[config.mk]
export PLATFORM = sky130hd
export DESIGN_NAME = vram_arbiter
export DESIGN_NICKNAME = d
export VERILOG_FILES = /design/src/rtl/vga_pkg.sv /design/src/rtl/fb_addr_gen.sv /design/src/rtl/vram_arbiter.sv
export SDC_FILE = /design/constraint.sdc
export NUM_CORES = 1
export LEC_CHECK = 0
export CAP_MARGIN = 20
export CORE_MARGIN = 2
export CORE_UTILIZATION = 35
export CTS_CLUSTER_SIZE = 14
export DETAILED_ROUTE_END_ITERATION = 16
export PLACE_DENSITY = 0.91
export SETUP_SLACK_MARGIN = 0.05
export SKIP_LAST_GASP = 1
export SYNTH_ARGS = -nofsm -noshare
export SYNTH_HDL_FRONTEND = slang
export SYNTH_SLANG_ARGS = --single-unit
[constraint.sdc]
create_clock -name clk_in -period 3.75 [get_ports clk_in]
set_input_delay 0.75 -clock clk_in [delete_from_list [all_inputs] [get_ports clk_in]]
set_output_delay 0.75 -clock clk_in [all_outputs]
set_load 0.03 [all_outputs]
[src/rtl/vga_pkg.sv]
// Shared constants for the 320x240 framebuffer video path.
// Display timing is 640x480 with each word shown as a 2x2 block.
package vga_pkg;
  localparam int FB_W      = 320;
  localparam int FB_H      = 240;
  localparam int ADDR_W    = 17;
  localparam int DATA_W    = 8;
  localparam int VIDEO_LAT = 2;
  localparam int H_ACTIVE  = 640;
  localparam int V_ACTIVE  = 480;
endpackage

[src/rtl/fb_addr_gen.sv]
// Maps a screen coordinate to its framebuffer word address.
// Row stride 320 is built as x256 + x64 to avoid a multiplier.
module fb_addr_gen
  import vga_pkg::*;
#(
  parameter int AW = ADDR_W
) (
  input  logic [9:0]    pixel_x,
  input  logic [9:0]    pixel_y,
  output logic [AW-1:0] addr
);

  logic [AW-1:0] row;
  logic [AW-1:0] col;

  assign row  = AW'(pixel_y[9:1]);
  assign col  = AW'(pixel_x[9:1]);
  assign addr = (row << 8) + (row << 6) + col;

endmodule

[src/rtl/vram_arbiter.sv]
// Shares one single-port VRAM between display fetch and a host port.
// Display slots always win; sync and blank are delayed to match pixels.
module vram_arbiter #(
  parameter int FB_W   = 320,
  parameter int FB_H   = 240,
  parameter int ADDR_W = 17,
  parameter int DATA_W = 8
) (
  input  logic              clk_in,
  input  logic              reset,
  input  logic              p_tick,
  input  logic [9:0]        pixel_x,
  input  logic [9:0]        pixel_y,
  input  logic              video_on,
  input  logic              h_sync,
  input  logic              v_sync,
  input  logic              host_req,
  input  logic              host_we,
  input  logic [ADDR_W-1:0] host_addr,
  input  logic [DATA_W-1:0] host_wdata,
  output logic              host_gnt,
  output logic              host_rvalid,
  output logic [DATA_W-1:0] host_rdata,
  output logic              ram_en,
  output logic              ram_we,
  output logic [ADDR_W-1:0] ram_addr,
  output logic [DATA_W-1:0] ram_wdata,
  input  logic [DATA_W-1:0] ram_rdata,
  output logic [DATA_W-1:0] rgb_o,
  output logic              hsync_o,
  output logic              vsync_o
);
  import vga_pkg::*;

  localparam int FB_WORDS = FB_W * FB_H;

  logic              slot;
  logic              in_range;
  logic              host_acc;
  logic              slot_d;
  logic              rd_pend;
  logic              rd_oob;
  logic [DATA_W-1:0] pix_reg;
  logic [ADDR_W-1:0] disp_addr;
  logic [VIDEO_LAT-1:0] hs_d;
  logic [VIDEO_LAT-1:0] vs_d;
  logic [VIDEO_LAT-1:0] vo_d;

  fb_addr_gen #(
    .AW(ADDR_W)
  ) u_addr (
    .pixel_x(pixel_x),
    .pixel_y(pixel_y),
    .addr   (disp_addr)
  );

  assign slot     = p_tick & video_on & ~pixel_x[0] & ~reset;
  assign in_range = host_addr < ADDR_W'(FB_WORDS);
  assign host_gnt = host_req & ~slot & ~reset;
  assign host_acc = host_gnt & in_range;

  assign ram_en    = slot | host_acc;
  assign ram_we    = host_acc & host_we;
  assign ram_addr  = slot ? disp_addr : host_addr;
  assign ram_wdata = host_wdata;

  always_ff @(posedge clk_in) begin
    if (reset) begin
      slot_d  <= 1'b0;
      rd_pend <= 1'b0;
      rd_oob  <= 1'b0;
      pix_reg <= '0;
      hs_d    <= '1;
      vs_d    <= '1;
      vo_d    <= '0;
    end else begin
      slot_d  <= slot;
      rd_pend <= host_gnt & ~host_we;
      rd_oob  <= ~in_range;
      if (slot_d)
        pix_reg <= ram_rdata;
      hs_d <= {hs_d[VIDEO_LAT-2:0], h_sync};
      vs_d <= {vs_d[VIDEO_LAT-2:0], v_sync};
      vo_d <= {vo_d[VIDEO_LAT-2:0], video_on};
    end
  end

  // Out-of-range reads never touched the RAM, so their data is forced to 0.
  assign host_rvalid = rd_pend;
  assign host_rdata  = (rd_pend & ~rd_oob) ? ram_rdata : '0;

  assign rgb_o   = vo_d[VIDEO_LAT-1] ? pix_reg : '0;
  assign hsync_o = hs_d[VIDEO_LAT-1];
  assign vsync_o = vs_d[VIDEO_LAT-1];

endmodule

==> run summary, run 1 <==
The flow ran to the end, but the final reports show violations. The final reports fail on negative setup slack. The final critical-path required period came out at 3.75 ns.

The data arrival time of the critical path is 3.00 ns. The initialized floorplan defines 23 standard-cell rows. The initial utilization of the core area, before any placement, comes to 0.367. The worst-case IR drop observed on VDD is 0.117 mV. After global routing the overflow that remains totals 0. The cell area after synthesis came out at 0.00148 mm^2.

The cell occurring most often along the worst timing path is buf_6. The number of pins exceeding their max-slew limit in the final report was 0. Yosys mapped a number of flops with a built-in enable equal to 0. The count of mapped cells out of synthesis came out at 189. The post-route worst hold slack came out at 0.408 ns. The total via count in the routed design came out at 1765. The worst hold path depth came out at 1. The combinational share of power came out at 0.519. For this run, asynchronously set or reset flops after synthesis account for 0. The largest net degree at the start of global routing is 21. The tree is rooted in a clkbuf_8. The CTS clock-pin slew for the worst setup and hold paths came out at 0.06 ns. The cell accounting for the most synthesized area is dfxtp_1. In this run the cell area measured after placement is 0.00254 mm^2. The number of I/O pins came out at 108. The number of antenna violations at the first check in global routing came out at 0.

The pre-antenna-repair detailed-routing pass consisted of 4 iterations. The post-route fraction of the period consumed by the critical path is 1.00. Ranked by instance count, the synthesized netlist is headed by nand2_1, and2_1, dfxtp_1, ha_1, nor2_1. The final wirelength came out at 4960 um. Of the post-synthesis cell area, the dominant cell type holds 0.230. The number of nets produced by synthesis came out at 269. The worst-path maximum fanout is 2.

The worst path required time came out at 3.00 ns. The remaining design rule violation count came out at 0. The number of nets still failing antenna checks after routing is 0.

The via count of the first global-routing pass was 1736. The HPWL after detailed placement is 3650 um. The number of port buffers came out at 90. The number of cells on the worst reg-to-reg path is 2. For this design the static power due to leakage is 1.26 nW. The actual transition at the worst max-transition pin came out at 0.456 ns. The final weighted congestion of routability-driven global placement is 0.864. Yosys printed 0 warnings.

The maximum frequency from static timing analysis is 0.267 GHz. Fill cells in the final layout number 308. The sequential cell fraction of total power is 0.285.

Yosys instantiated no cell more often than nand2_1. By startpoint and endpoint, the worst setup path is classified as in -> out. The post-synthesis cell type count is 40.

The total area inside the core boundary comes to 0.00403 mm^2. The routed wire length per instance came out at 14.0 um. The post-route cell area came out at 0.00280 mm^2. The total number of nets in the final design came out at 384. The cell family contributing the most delay on the critical path is adder cells. The worst-case headroom to the max-slew limit came out at 0.695.

The relative contribution of the clock network to total power came out at 0.197. Buffers inserted to repair hold after CTS numbered 0. Max-cap violations in this run came to 0. The setup slack of the critical path after layout came out at -0.00150 ns. The die covers 0.00476 mm^2. The global-route total usage across every layer came out at 0.206. Setup repair after global routing could not meet its margin everywhere. TritonCTS built the clock tree. Using the TritonRoute via totals, the vias-per-cell ratio works out to 5.00. By area the synthesized netlist is led by dfxtp_1, ha_1, nand2_1. The switching share of total power came out at 0.333. The internal power of the cells totals 445 uW. The post-synthesis to final-layout area growth is 89.6%. Of the cells placed in the final design, the portion with a size suffix greater than 1 is 0.304. The y dimension of the die is 69.0 um. Walking the worst path, the cells encountered are buf_8, inv_4, fa_2, buf_6, fa_2, nor2b_4, o31a_4, buf_6, nor4_4, or4_4, nand3_4, buf_6. On the worst path, the slowest cell contributes a delay of 0.49 ns. Dividing the synthesized area by the synthesized cell count gives 7.82 um^2. Among all stages on the critical path, the largest delay is contributed by or4_4. The maximum buffer depth of the clock tree came out at 2.

The setup clock skew after layout is 0.00139 ns. The clock network latency to the later pin of the worst-skew pair came out at 0.25 ns. The global-route wire length before repair is 7290 um.

The clock net sink count came out at 17. The number of hold-slack violations in the final timing report came to 0. The worst path buffer plus inverter count came out at 5. The total power density per cell area came out at 238 mW/mm^2. The capturing element type of the critical path is a primary output. The violation count after the first detailed-routing iteration came out at 35. The tightest min-delay check is of the reg -> reg type. The logic depth of the worst setup path including buffers is 12. CTS built an H-tree with a depth of 1. Power comes to 668 uW. The switching power of the nets came out at 223 uW.

Synthesis inferred 17 register bits. STA classifies the critical path startpoint as an input pin. The die outline width is 69.0 um. The flip-flop count of the largest register after layout came out at 8. The number of buffers created by CTS came out at 3. In the synthesized netlist the dominant register cell turns out to be dfxtp_1. Setup violations remaining at the end of the flow were counted as 1. The portion of the post-synthesis area used by sequential elements came out at 0.230.

The number of antenna diodes in the final layout is 0.
-- final cells by class --
type	count	area [um^2]	share of cell area
Clock inverter	1	5.00	0.00179
Tap cell	50	62.6	0.0223
Sequential cell	17	340	0.121
Timing Repair Buffer	124	1130	0.404
Inverter	9	38.8	0.0138
Multi-Input combinational cell	149	1180	0.422
Clock buffer	3	41.3	0.0147
-- metal layers --
| layer | GRT usage | vias up | share of wire |
|---|---|---|---|
| met2 | 0.399 | 94 | 0.51 |
| met4 | 0.120 | 0 | 0.044 |
| met1 | 0.192 | 793 | 0.35 |
| met3 | 0.0519 | 22 | 0.094 |
| li1 | - | 856 | - |
| met5 | 0 | - | 0 |
-- metrics by stage --
stage	instances	worst slack, ns	util	setup TNS [ns]
2_1_floorplan	189	0.185	-	0
3_3_place_gp	344	-0.723	0.630	-2.24
3_5_place_dp	344	-0.790	0.630	-2.54
4_1_cts	351	-0.0499	0.674	-0.0667
5_1_grt	353	-0.0430	0.695	-0.120
6_report	353	-0.00150	0.695	-0.00150
-- worst paths after layout --
kind / from / to / slack, ns
max: pixel_x[9] / ram_addr[15] / -0.001
min: hs_d[0]$_SDFF_PP1_ / hs_d[1]$_SDFF_PP1_ / 0.41
max reg2reg: slot_d$_SDFF_PP0_ / pix_reg[7]$_SDFFE_PP0P_ / 2.74
min reg2reg: hs_d[0]$_SDFF_PP1_ / hs_d[1]$_SDFF_PP1_ / 0.41
-- power by group through the flow --
stage                     combinational [mW]  clock [mW]  sequential [mW]
final                                  0.346       0.131            0.190
after global routing                   0.370       0.144            0.191
after CTS                              0.319       0.135            0.190
after detailed placement               0.295           0            0.194
after global placement                 0.289           0            0.194
after floorplan                        0.160           0            0.195
-- cell usage in the layout, fill, tap and decap left out, types with 4 or more instances in the layout --
master / count
nor2_1: 11
dfxtp_1: 17
o21ai_0: 4
o21ai_1: 4
ha_1: 9
nand2_1: 39
buf_4: 46
and2_1: 17
or2_2: 5
nor2b_1: 4
mux2i_1: 8
buf_6: 7
clkdlybuf4s50_1: 64
ha_4: 7
inv_1: 4
-- cells by family after synthesis --
family	after synthesis	share of synthesized area
simple gates	89	0.301
compound gates	29	0.141
buf+inv	23	0.0796
fa+ha+maj	19	0.171
flops	17	0.230
mux	8	0.0542
xor+xnor	4	0.0237
-- timing repair --
action | 4_1_cts | 5_1_grt
pin swaps | 13 | 13
endpoints found under the setup margin | 8 | 5
buffers inserted | 3 | 2
resized for setup | 52 | 15
(Power assumes the default switching activity.)
==> inputs of run 2 (changes only) <==
ABC_AREA = 1   (was unset)
CORE_UTILIZATION = 36   (was 35)
==> run summary, run 2 <==
In this run the number of H-tree levels came out at 1. The total congestion overflow after global routing is 0. The number of hold-slack violations in the final timing report was 0. The library cell with the highest instance count after synthesis is nand2_1. The total power density per cell area is 243 mW/mm^2. The number of buffers and inverters on the critical path is 3. The register bit count reported by yosys is 17. Data on the critical path arrives at its endpoint at 2.81 ns. Timing analysis after detailed placement gives a worst setup slack of -0.00817 ns. Leaving out fill and tap cells, the most frequent cell in the layout is clkdlybuf4s50_1. The final count of negative-setup-slack endpoints is 0. For this design the static power due to leakage is 1.31 nW. The routed layout has 1753 vias. For this run, the leading register cell type out of synthesis is dfxtp_1. STA classifies the critical path startpoint as an input pin.

The internal portion of total power came out at 399 uW. In the layout the commonest cells are clkdlybuf4s50_1, nand2_1, inv_1. The post-route worst hold slack is 0.409 ns. The largest total area in the synthesized netlist belongs to dfxtp_1. The relative contribution of the clock network to total power came out at 0.219. The CTS tree is yes.

By area the synthesized netlist is led by dfxtp_1, nand2_1, ha_1. The post-synthesis async set-or-reset flop share is 0. The category of cells accounting for the largest share of critical-path delay is adder cells. The die covers 0.00487 mm^2. The number of fill cells came out at 363. The pre-antenna-repair detailed-routing pass consisted of 4 iterations. The commonest cells after synthesis are nand2_1, inv_1, nor2_1, dfxtp_1, ha_1. The root buffer cell is clkbuf_8. The post-route fraction of the period consumed by the critical path came out at 0.951. The reported max-cap violation count came out at 0. The switching share of total power came out at 0.345.

The number of enable-type register cells in the synthesized netlist is 0. The violation count after the first detailed-routing iteration is 50. The worst path needs 3.56 ns of the cycle, external delays included. In the final layout, the share of cells above drive strength 1 is 0.108. The via count of the first global-routing pass was 1624.

The CTS clock-pin slew for the worst setup and hold paths is 0.06 ns. The total number of nets in the final design came out at 406. The maximum buffer depth of the clock tree came out at 2. The post-synthesis cell type count is 29. The portion of the post-synthesis area used by sequential elements is 0.218. For this run, the total global-route usage over all layers was measured as 0.179. The critical path is of the in -> out type. The count of mapped cells out of synthesis is 242.

The switching power of the nets is 210 uW. The remaining design rule violation count came out at 0. The worst path required time came out at 3.00 ns.

The signal on the critical path passes through clkdlybuf4s50_1, ha_1, ha_2, inv_1, fa_2, o21ai_4, nand2_1, nand2_1, nand2_1, nand3_1, nand2_1, buf_4. The tightest min-delay check is of the reg -> reg type. After detailed routing, the average wire length per cell comes to 11.4 um. The register with the most flip-flops in the layout has 8 of them.

The worst setup path is captured at a primary output. The final weighted congestion of routability-driven global placement came out at 0.895. The maximum frequency from static timing analysis came out at 0.281 GHz. The die is 69.8 um tall. The row count is 23. In this run the tool buffered the top-level ports with 90 buffer cells. The sequential cell fraction of total power came out at 0.316. The number of buffers created by CTS came out at 3. The slowest stage of the critical path belongs to the cell clkdlybuf4s50_1. The number of I/O pins is 108. The initial cell density of the core is 0.381. The run finished with clean final reports.

The number of nets still failing antenna checks after routing came out at 0. The cell area after synthesis came out at 0.00156 mm^2. The clock reaches the later pin of the worst-skew pair after 0.25 ns. From synthesis to final layout, the design area changed by 61.1%. The area of the core is 0.00409 mm^2.

The yosys synthesis warning count came out at 0. Along the worst path, the maximum fanout reaches 3. The hold buffer count at cts came out at 0. The number of pins exceeding their max-slew limit in the final report is 0. The actual transition at the worst max-transition pin came out at 0.440 ns. The setup slack of the critical path after layout came out at 0.186 ns. The final-layout setup total negative slack is 0 ns.

The combinational share of power is 0.466. CTS saw 17 sinks. In this design, the critical path's most frequently occurring cell is nand2_1. Once layout is complete, the cells apart from fillers number 375. Once detailed placement completed, the half-perimeter wirelength came to 3550 um. The die outline width is 69.8 um. Setup repair after global routing left no endpoint under its margin.

Once the clock tree was built, the setup fixing pass inserted 0 buffers. Entering global routing, the biggest net connects 17 pins. For the final database, setup skew stands at 0.000501 ns. The final wirelength came out at 4280 um. The synthesized area divided by synthesized cell count came out at 6.44 um^2. The peak ir drop on the vdd network is 0.109 mV.

The repair_antennas step left the layout with diodes totalling 0. Of the post-synthesis cell area, the dominant cell type holds 0.218. The final standard cell utilization of the core came out at 0.614.

The number of vias per cell is 4.67. The first global-routing pass estimated 7330 um of wire. The worst pin sits at a relative slew slack of 0.706. The maximum single-stage delay on the critical path came out at 0.44 ns. The number of antenna violations at the first check in global routing came out at 0.

The placed instance count is 371. The number of nets produced by synthesis came out at 322.
[run 2: changes by cell type after synthesis, sizes merged, moves of 3 or more]
cell	change
nor2b	-5
clkbuf	-3
nor2	+8
a21oi	+10
a211oi	-3
and2	-17
xor2	-3
inv	+33
nand2	+39
nand3	+10
mux2i	-8
o21ai	+7
[run 2: final cells by class]
type | count | area [um^2] | area share
multi-input combinational | 170 | 997 | 0.397
timing repair buffer | 92 | 905 | 0.360
sequential | 17 | 340 | 0.136
inverter | 42 | 160 | 0.0638
tap | 50 | 62.6 | 0.0249
clock buffer | 4 | 45.0 | 0.0179
[run 2: worst paths after layout]
path	start	to	slack [ns]	cells after the start
worst min-delay path	vs_d[0]$_SDFF_PP1_	vs_d[1]$_SDFF_PP1_	0.41	1
worst max-delay path	pixel_y[2]	ram_addr[13]	0.19	12
worst max register to register	slot_d$_SDFF_PP0_	pix_reg[1]$_SDFFE_PP0P_	2.79	2
worst min register to register	vs_d[0]$_SDFF_PP1_	vs_d[1]$_SDFF_PP1_	0.41	1
[run 2: cells by family after synthesis]
group,after synthesis,synth area share
and+or+nand+nor,116,0.319
adders and majority gates,19,0.162
AOI/OAI and AO/OA,32,0.120
DFF,17,0.218
xor gates and xnor gates,3,0.0169
buffers and inverters,55,0.164
[run 2: power by group through the flow]
| stage | clock (mW) | combinational, mW | sequential (mW) |
|---|---|---|---|
| after floorplan | 0 | 0.172 | 0.197 |
| after global placement | 0 | 0.267 | 0.196 |
| after detailed placement | 0 | 0.274 | 0.196 |
| after CTS | 0.137 | 0.276 | 0.192 |
| after global routing | 0.145 | 0.314 | 0.193 |
| final | 0.133 | 0.284 | 0.192 |
[run 2: metal layers]
metal / track usage / share of wire / vias to the layer above
met2: 0.313 / 0.48 / 71
met3: 0.0494 / 0.082 / 2
met1: 0.223 / 0.44 / 774
met4: 0.0256 / 0.0016 / 0
li1: - / - / 906
met5: 0 / 0 / -
[run 2: metrics by stage]
stage                     instance area, um^2  total power [mW]
final                                    2510             0.609
after detailed placement                 2420             0.470
after global routing                     2510             0.652
after floorplan                          1560             0.368
after CTS                                2470             0.605
after global placement                   2420             0.463
[run 2: timing repair]
action                                 in CTS  in global routing
endpoints found under the hold margin       0                  0
resized for setup                           1                 14
pin swaps                                   1                  4
setup endpoints to repair                   3                  8
==> inputs of run 3 (changes only) <==
GPL_TIMING_DRIVEN = 0   (was unset)
==> run summary, run 3 (synthesized netlist as in run 2, its figures left out) <==
The post-route worst hold slack came out at 0.407 ns. The post-route fraction of the period consumed by the critical path came out at 0.962. The CTS clock-pin slew for the worst setup and hold paths came out at 0.06 ns. The remaining design rule violation count came out at 0. The root buffer cell chosen for the clock tree is clkbuf_8. The fraction of final layout cells sized beyond drive strength 1 came out at 0.128. The net count of the finished layout is 426. The number of vias per cell is 4.63. The maximum buffer depth of the clock tree is 2. In this run the remaining antenna-violating nets after routing total 0. The CTS tree is yes.

Setup repair after global routing could not meet its margin everywhere. Compared with the post-synthesis result, the final layout area differs by 70.5%. The final critical-path required period came out at 3.61 ns. In the layout the commonest cells are clkdlybuf4s50_1, nand2_1, inv_1. The switching power of the nets came out at 217 uW. The number of detailed-routing iterations run before antenna repair is 4. The number of buffers created by CTS came out at 3. The number of hold-slack violations in the final timing report came to 0.

The number of cells on the worst reg-to-reg path came out at 3. The actual transition at the worst max-transition pin is 0.354 ns. The register-to-register setup slack came out at 2.73 ns. Power spread over the standard cell area amounts to 237 mW/mm^2. The clock network latency to the later pin of the worst-skew pair is 0.24 ns. The total chip power is 628 uW. The via count of the first global-routing pass is 1743. The antenna diode count came out at 0. The number of pins exceeding their max-slew limit in the final report came out at 0.

The relative contribution of the clock network to total power is 0.204. The largest net degree at the start of global routing is 11. The worst setup path is launched from an input pin. The share of total power dissipated in sequential elements is 0.304. The flip-flop count of the largest register after layout is 8. The worst hold path belongs to the class reg -> reg. The initial cell density of the core came out at 0.381.

The combinational share of power came out at 0.492. The worst setup path is of the in -> out kind. Across the routed clock network, the largest skew measured is 0.00104 ns. The final standard cell count with taps included and fillers excluded came out at 395. The standard cell area after detailed placement is 0.00260 mm^2. The capturing element type of the critical path is a primary output. The number of I/O pins came out at 108. The total area of multi-input combinational cells is 992 um^2. The hold buffer count at cts is 0. The final wirelength came out at 4700 um. The worst hold path depth is 2. Across the run, the number of max-cap violations was 0. The worst path required time came out at 3.00 ns.

The routed wire length per instance is 11.9 um. The flow ran to the end, and the final reports show no timing, DRC or antenna violations. The maximum frequency from static timing analysis came out at 0.277 GHz. The global-route total usage across every layer is 0.192. The analysis attributes to cell leakage a power of 1.36 nW. The total congestion overflow after global routing came out at 0.

The final-layout setup total negative slack came out at 0 ns. The deepest level of the CTS H-tree is 1. The y dimension of the die came out at 69.8 um. After the first detailed-routing iteration, the DRC count stood at 120. Including well taps, the total number of placed cells is 390.

In this run the worst path has a maximum fanout of 3. The number of antenna violations at the first check in global routing was 0. The launch point of the worst hold path is vo_d[0]$_SDFF_PP0_. The die outline width is 69.8 um. The peak ir drop on the vdd network came out at 0.136 mV. The number of port buffers is 98.

The endpoint of the worst register-to-register path is pix_reg[6]$_SDFFE_PP0P_. In this run the critical register-to-register path is launched from slot_d$_SDFF_PP0_. The flip-flop and latch area is 340 um^2. The clock net sink count is 17. The total die area is 0.00487 mm^2. The first global-routing pass estimated 7780 um of wire. Detailed routing inserted a total of 1829 vias. Of the total power, the share spent switching nets is 0.345.

After legalization and detailed placement, the total HPWL measured 3990 um. In this run the tightest slew margin relative to its limit is 0.763. The final count of negative-setup-slack endpoints is 0. The filler cells instantiated in the layout total 347. The post-route cell area is 0.00266 mm^2.

The data arrival time of the critical path is 2.86 ns. The area of the core is 0.00409 mm^2. The most frequent standard cell in the layout excluding fill and tap cells is clkdlybuf4s50_1. The row count is 23. The worst hold path terminates at vo_d[1]$_SDFF_PP0_. The internal power of the cells totals 411 uW. The final weighted congestion of routability-driven global placement is 0.846.
run 3: changes by cell type in the layout (fill, tap and decap cells not counted), moves of 3 or more:
cell,before,now
nand2_2,4,1
clkdlybuf4s50_1,78,86
clkbuf_2,0,3
dlymetal6s2s_1,3,0
inv_1,41,38
nand2_1,73,76
inv_2,0,3
dlygate4sd2_1,0,4
run 3: how the worst max path moves through the flow:
stage | end | startpoint | slack, ns
global route | ram_addr[13] | pixel_y[2] | 0.006
detailed placement | ram_addr[13] | pixel_y[1] | -0.53
finish | ram_addr[13] | pixel_y[2] | 0.14
floorplan | ram_addr[10] | pixel_x[9] | 0.32
CTS | ram_addr[13] | pixel_y[2] | 0.03
global placement | ram_addr[13] | pixel_y[3] | -0.51
run 3: final cells by class:
class / instances / area share
Tap cell: 50 / 0.0236
Sequential cell: 17 / 0.128
Timing Repair Buffer: 99 / 0.362
Multi-Input combinational cell: 170 / 0.374
Buffer: 13 / 0.0358
Inverter: 42 / 0.0603
Clock buffer: 4 / 0.0170
run 3: stage by stage:
stage                util  setup WS, ns
floorplan               -         0.321
global route        0.650       0.00577
global placement    0.637        -0.509
detailed placement  0.637        -0.530
CTS                 0.654        0.0282
finish              0.650         0.144
run 3: power groups by stage:
stage                     combinational, mW  sequential [mW]  clock (mW)
after detailed placement              0.302            0.195           0
after floorplan                       0.172            0.197           0
final                                 0.309            0.191       0.128
after CTS                             0.311            0.191       0.131
after global placement                0.296            0.194           0
after global routing                  0.339            0.191       0.141
run 3: what timing repair did:
action | 4_1_cts | 5_1_grt
endpoints found under the setup margin | 9 | 5
pin swaps | 4 | 0
buffers inserted | 1 | 0
resized for setup | 44 | 12
run 3: critical path, stage by stage:
cell             delay, ns
clkdlybuf4s50_1       0.44
ha_1                  0.30
ha_2                  0.20
inv_1                 0.09
fa_2                  0.39
o21ai_4               0.18
nand2_1               0.10
nand3b_1              0.09
nand3_1               0.08
nand2_1               0.06
buf_2                 0.19
run 3: metal layers:
layer,share of wire,vias to the layer above,track usage
met4,0.0047,0,0.0363
met1,0.43,799,0.237
li1,-,950,-
met3,0.079,4,0.0480
met2,0.48,76,0.339
met5,0,-,0
